$ cat config.mk
export PLATFORM = sky130hd
export DESIGN_NAME = exec_unit
export DESIGN_NICKNAME = d
export VERILOG_FILES = /design/src/rtl/exec_unit.sv
export SDC_FILE = /design/constraint.sdc
export NUM_CORES = 2
export LEC_CHECK = 0
export CORE_MARGIN = 2
export CORE_UTILIZATION = 44
export DETAILED_ROUTE_END_ITERATION = 8
export PLACE_DENSITY = 0.7
export SYNTH_ARGS = -nofsm -noshare
export SYNTH_HDL_FRONTEND = slang
export SYNTH_SLANG_ARGS = --single-unit
$ cat constraint.sdc
create_clock -name clk -period 9.5 [get_ports clk]
set_input_delay 0.95 -clock clk [delete_from_list [all_inputs] [get_ports clk]]
set_output_delay 0.95 -clock clk [all_outputs]
set_load 0.01 [all_outputs]
$ cat src/rtl/exec_unit.sv
// exec_unit: register file, single-cycle ALU and optional iterative RV32M engine behind one issue port
// Ports: clk, nrst (async active-low reset); in_valid/in_ready issue handshake carrying rs1, rs2, rd,
//        op, is_md, md_op; wb_valid/wb_rd/wb_data/illegal one-cycle writeback pulse;
//        dbg_rsel/dbg_rdata raw combinational register read.
// Build option: define EXEC_MD_EN to include the multiply/divide engine; without it md ops retire as illegal.
package rv32ima_pkg;
    typedef enum logic [3:0] {
        ALU_ADD, ALU_SUB, ALU_SLL, ALU_SLT, ALU_SLTU, ALU_XOR,
        ALU_SRL, ALU_SRA, ALU_OR, ALU_AND, ALU_NOR
    } aluop_t;
endpackage

module exec_unit
    import rv32ima_pkg::*;
#(
    parameter int XLEN   = 32,
    parameter int NREGS  = 32,
    parameter int RIDX_W = $clog2(NREGS)
) (
    input  logic              clk,
    input  logic              nrst,
    input  logic              in_valid,
    output logic              in_ready,
    input  logic [RIDX_W-1:0] rs1,
    input  logic [RIDX_W-1:0] rs2,
    input  logic [RIDX_W-1:0] rd,
    input  aluop_t            op,
    input  logic              is_md,
    input  logic [2:0]        md_op,
    output logic              wb_valid,
    output logic [RIDX_W-1:0] wb_rd,
    output logic [XLEN-1:0]   wb_data,
    output logic              illegal,
    input  logic [RIDX_W-1:0] dbg_rsel,
    output logic [XLEN-1:0]   dbg_rdata
);
    localparam int SW = $clog2(XLEN);

    typedef enum logic [1:0] {IDLE, MD_BUSY, WB} state_t;

    state_t            state_q, state_d;
    logic [XLEN-1:0]   rf_q [NREGS];
    logic [RIDX_W-1:0] wb_rd_q, wb_rd_d;
    logic [XLEN-1:0]   wb_data_q, wb_data_d;
    logic              illegal_q, illegal_d;
    logic              accept, fwd_ok;
    logic [XLEN-1:0]   opa, opb, alu_res;
    logic [SW-1:0]     shamt;

    assign in_ready  = state_q != MD_BUSY;
    assign accept    = in_valid && in_ready;
    assign wb_valid  = state_q == WB;
    assign wb_rd     = wb_rd_q;
    assign wb_data   = wb_data_q;
    assign illegal   = wb_valid && illegal_q;
    assign dbg_rdata = rf_q[dbg_rsel];

    // A result in WB is written only at the end of the cycle, so an op accepted now must bypass it.
    assign fwd_ok = wb_valid && !illegal_q && wb_rd_q != '0;
    assign opa    = fwd_ok && rs1 == wb_rd_q ? wb_data_q : rf_q[rs1];
    assign opb    = fwd_ok && rs2 == wb_rd_q ? wb_data_q : rf_q[rs2];
    assign shamt  = opb[SW-1:0];

    always_comb begin
        alu_res = '0;
        case (op)
            ALU_ADD:  alu_res = opa + opb;
            ALU_SUB:  alu_res = opa - opb;
            ALU_SLL:  alu_res = opa << shamt;
            ALU_SLT:  alu_res = {{(XLEN-1){1'b0}}, $signed(opa) < $signed(opb)};
            ALU_SLTU: alu_res = {{(XLEN-1){1'b0}}, opa < opb};
            ALU_XOR:  alu_res = opa ^ opb;
            ALU_SRL:  alu_res = opa >> shamt;
            ALU_SRA:  alu_res = $unsigned($signed(opa) >>> shamt);
            ALU_OR:   alu_res = opa | opb;
            ALU_AND:  alu_res = opa & opb;
            ALU_NOR:  alu_res = ~(opa | opb);
            default:  alu_res = '0;
        endcase
    end

`ifdef EXEC_MD_EN
    localparam int CW = $clog2(XLEN + 1);

    // prod_q upper half: multiply accumulator / divide remainder; lower half: multiplier / dividend->quotient.
    logic [2*XLEN-1:0] prod_q, prod_d, step, full;
    logic [XLEN-1:0]   mdb_q, mdb_d, mag_a, mag_b, div_sel, md_res, special;
    logic [XLEN:0]     mul_sum, trial;
    logic [CW-1:0]     cnt_q, cnt_d;
    logic [2:0]        mdop_q, mdop_d;
    logic              neg_q, neg_d, sa, sb, a_neg, b_neg, div0, ovf;

    // The engine works on magnitudes; the sign is reapplied on the final step.
    assign sa      = md_op[2] ? !md_op[0] : (md_op == 3'd1 || md_op == 3'd2);
    assign sb      = md_op[2] ? !md_op[0] : md_op == 3'd1;
    assign a_neg   = sa && opa[XLEN-1];
    assign b_neg   = sb && opb[XLEN-1];
    assign mag_a   = a_neg ? -opa : opa;
    assign mag_b   = b_neg ? -opb : opb;
    assign div0    = md_op[2] && opb == '0;
    assign ovf     = md_op[2] && !md_op[0] && opa == {1'b1, {(XLEN-1){1'b0}}} && opb == '1;
    assign special = div0 ? (md_op[1] ? opa : '1) : (md_op[1] ? '0 : opa);
    assign mul_sum = {1'b0, prod_q[2*XLEN-1:XLEN]} + (prod_q[0] ? {1'b0, mdb_q} : '0);
    assign trial   = {prod_q[2*XLEN-1:XLEN], prod_q[XLEN-1]} - {1'b0, mdb_q};
    assign step    = !mdop_q[2] ? {mul_sum, prod_q[XLEN-1:1]} :
                     trial[XLEN] ? {prod_q[2*XLEN-2:0], 1'b0} :
                     {trial[XLEN-1:0], prod_q[XLEN-2:0], 1'b1};
    assign full    = neg_q ? -step : step;
    assign div_sel = mdop_q[1] ? step[2*XLEN-1:XLEN] : step[XLEN-1:0];
    assign md_res  = mdop_q[2] ? (neg_q ? -div_sel : div_sel) :
                     mdop_q[1:0] == 2'd0 ? full[XLEN-1:0] : full[2*XLEN-1:XLEN];

    always_ff @(posedge clk or negedge nrst) begin
        if (!nrst) begin
            prod_q <= '0;
            mdb_q  <= '0;
            cnt_q  <= '0;
            mdop_q <= '0;
            neg_q  <= 1'b0;
        end else begin
            prod_q <= prod_d;
            mdb_q  <= mdb_d;
            cnt_q  <= cnt_d;
            mdop_q <= mdop_d;
            neg_q  <= neg_d;
        end
    end
`else
    logic unused_md;
    assign unused_md = ^md_op;
`endif

    always_comb begin
        state_d   = state_q;
        wb_rd_d   = wb_rd_q;
        wb_data_d = wb_data_q;
        illegal_d = illegal_q;
`ifdef EXEC_MD_EN
        prod_d = prod_q;
        mdb_d  = mdb_q;
        cnt_d  = cnt_q;
        mdop_d = mdop_q;
        neg_d  = neg_q;
        if (state_q == MD_BUSY) begin
            prod_d = step;
            cnt_d  = cnt_q - CW'(1);
            if (cnt_q == CW'(1)) begin
                state_d   = WB;
                wb_data_d = md_res;
            end
        end
`endif
        if (state_q == WB)
            state_d = IDLE;
        if (accept) begin
            wb_rd_d   = rd;
            illegal_d = 1'b0;
            state_d   = WB;
            wb_data_d = alu_res;
            if (is_md) begin
`ifdef EXEC_MD_EN
                if (div0 || ovf)
                    wb_data_d = special;
                else begin
                    state_d = MD_BUSY;
                    prod_d  = {{XLEN{1'b0}}, mag_a};
                    mdb_d   = mag_b;
                    cnt_d   = CW'(XLEN);
                    mdop_d  = md_op;
                    neg_d   = md_op[2] && md_op[1] ? a_neg : a_neg ^ b_neg;
                end
`else
                wb_data_d = '0;
                illegal_d = 1'b1;
`endif
            end
        end
    end

    always_ff @(posedge clk or negedge nrst) begin
        if (!nrst) begin
            state_q   <= IDLE;
            wb_rd_q   <= '0;
            wb_data_q <= '0;
            illegal_q <= 1'b0;
        end else begin
            state_q   <= state_d;
            wb_rd_q   <= wb_rd_d;
            wb_data_q <= wb_data_d;
            illegal_q <= illegal_d;
        end
    end

    always_ff @(posedge clk or negedge nrst) begin
        if (!nrst) begin
            for (int i = 0; i < NREGS; i++)
                rf_q[i] <= '0;
        end else if (wb_valid && !illegal_q && wb_rd_q != '0) begin
            rf_q[wb_rd_q] <= wb_data_q;
        end
    end
endmodule

==> run metrics <==
run status=finished with violations; failing checks=capacitance limit; antenna viol nets, final=0; Final TNS setup=0 ns; EDFF count, synth=0; syn_nets=6,088; first-pass GRT wire length=404,000 microns; chip width=415 microns; clk buf depth=3; GR Overflow Total=0; synthesized area=74,300 sq um; synth cell count leaders=dfrtp_1 (1,063), mux2_2 (1,052), mux2i_1 (725), mux4_2 (614), clkbuf_1 (366); Synth area leader=dfrtp_1; pwr/cell area=156 nW/um^2; Starting Density=44.4%; Placement Rows=150; clock sink count=1,063; routed len/inst=34.5 microns; hold_ws=0.167 ns; antenna violations before repair=3; count of final setup violators=0; vias in the first global route=56.9k; HP Class=input pin to asynchronous set/reset pin; drt pass-1 iters=6; sequential share of the synthesized area=35.8%; max_slew headroom=2.50%; post-layout minimum cycle time=7.77 ns; Worst setup EP type=flip-flop; first-iteration detailed-routing DRC count=7,051; Ports=103; clk_lat worst skew=0.81 ns; Port Buffers=98; worst setup path class=input pin to flip-flop; cell family with most CP delay=compound AO/OA/AOI/OAI gates; full die area=172,000 sq um; Mean Syn Cell Area=12.5 sq um; Final Hold Vio Count=0; slowest stage cell on the critical path=clkdlybuf4s50_1; Bufs and invs on worst path=4; Leakage Power=36.7 nW; Die Span Y=415 microns; sequential cell area=26,600 sq um; period utilization=81.8%; RSZ-0062 raised after global routing=no; CP peak stage delay=0.97 ns; top_reg_cell synth=dfrtp_1; Post-CTS Setup Inserts=0; Fmax=129 MHz; via count=57.0k; drt drc=0; Gate Count Post-Synth=5,950; post-CTS sizing=0; final slew viol count=0; clock-pin slew on the worst setup and hold paths=0.06 ns; #FFs+latches synth=1,063; net count reported at finish=5,895; crit start category=input pin; Worst Path Required=10.11 ns; CTS buffer count=117; H-tree levels=3; final core occ=48.7%; area grow syn2layout=9.66%; GRT Overall Usage=31.7%; global placer's final weighted congestion=1.02; share of cells above drive strength 1=37.2%; CTS tree=done; Async SR Flop Fraction=100%; area of the multi-input gates=44,800 sq um; Filler cells=14.6k; DR vias/cell=7.07; Worst Skew=0.0987 ns; critical path data arrival time=8.37 ns; Least-Margin Pin Slew=1.45 ns; root buffer cell=clkbuf_16; Core Area=167,000 sq um; max_cap viols=1; Synth top area share=35.8%; pin count of the biggest net entering global routing=159; YS warnings=0; Max rail drop VDD=183 uV; Netlist cell types=96; Synth area leaders=dfrtp_1 (36%), mux4_2 (19%), mux2_2 (16%); CP Cell Sequence=clkdlybuf4s50_1 > nor2_4 > buf_4 > a22oi_1 > a21oi_1 > nor4_2 > mux2i_1 > inv_1 > ha_1 > fa_1 > nand3_1 > a21oi_1 > o31ai_1 > buf_4 > o31ai_1 > a31oi_1 > o21ai_0 > a41oi_1 > o21ai_0 > xnor2_1 > o22ai_1 > o22a_1; post-DP HPWL=174,000 microns; CTS Hold Bufs=0; count leader, synth=dfrtp_1; final wirelength=279,000 microns; Worst Path Max Fanout=21
-- flip-flops by register name (all words and copies together), names as in the netlist --
| name | count |
|---|---|
| illegal_q | 1 |
| wb_rd | 5 |
| state_q | 1 |
| rf_q | 1024 |
| wb_data | 32 |
-- where the power goes --
part | leakage [nW] | internal (mW) | total (mW) | switching [mW]
clock | 2.03 | 2.85 | 4.92 | 2.08
sequential | 14.8 | 4.74 | 4.96 | 0.220
combinational | 19.9 | 1.09 | 2.87 | 1.78
total | 36.7 | 8.68 | 12.8 | 4.07
-- cell families after synthesis --
logic type	Yosys count	synth area share, %
simple gates	639	4.05
compound gates	987	9.04
mux	2396	44.4
fa+ha+maj	107	1.82
flops	1063	35.8
buf+inv	722	4.47
other cells	1	0.00505
xor+xnor	35	0.413
-- per-stage QoR --
| step | power, mW | std cells | worst slack (ns) | cell area [sq um] |
|---|---|---|---|---|
| final | 12.8 | 8062 | 1.73 | 81500 |
| after global routing | 13.1 | 8059 | 1.64 | 81500 |
| after CTS | 12.7 | 8059 | 2.07 | 81500 |
| after detailed placement | 7.81 | 7842 | 1.33 | 77300 |
| after global placement | 7.77 | 7842 | 1.29 | 77300 |
| after floorplan | 6.75 | 5950 | 2.49 | 74300 |
-- per-layer routing --
metal | wire [microns] | track usage, % | vias up
met2 | 122000 | 46.9 | 3623
met3 | 28700 | 7.91 | 901
met5 | 13 | 0 | -
li1 | - | - | 22800
met4 | 21000 | 21.1 | 2
met1 | 107000 | 41.4 | 29700
-- layout make-up --
type / instances / area share [%]
diodes: 3 / 0.00921
clock buffers: 163 / 4.15
clock inverters: 54 / 0.934
inverters: 92 / 0.430
multi-input cells: 4165 / 55.0
flip-flops and latches: 1063 / 32.6
well taps: 2204 / 3.38
repair buffers: 318 / 3.49
-- cell usage in the layout, fill, tap and decap left out, drive strengths merged, types with 37 or more instances in the layout --
cell type | netlist | routed
a21oi | 291 | 291
a22oi | 309 | 309
buf | 264 | 233
clkbuf | 366 | 163
clkdlybuf4s50 | 0 | 85
dfrtp | 1063 | 1063
ha | 105 | 105
inv | 90 | 93
mux2 | 1054 | 1054
mux2i | 728 | 728
mux4 | 614 | 614
nand2 | 174 | 174
nand3 | 37 | 37
nor2 | 208 | 208
nor2b | 48 | 48
nor3 | 46 | 46
nor4 | 48 | 48
o21ai | 62 | 62
-- worst paths after layout --
check                           cells past startpoint     endpoint  slack [ns]  startpoint
worst min register to register                      0   rf_q[1019]        0.42  rf_q[1019]
min in group clk                                    0   rf_q[1019]        0.42  rf_q[1019]
worst max-delay path                               22  wb_data[30]        1.73      rs1[2]
worst max register to register                     20  wb_data[29]        2.42    wb_rd[1]
max in group asynchronous                           3    rf_q[169]        7.09        nrst
worst min-delay path                                1    rf_q[693]        0.17        nrst
Note: power is estimated with default switching activity, not from simulation.
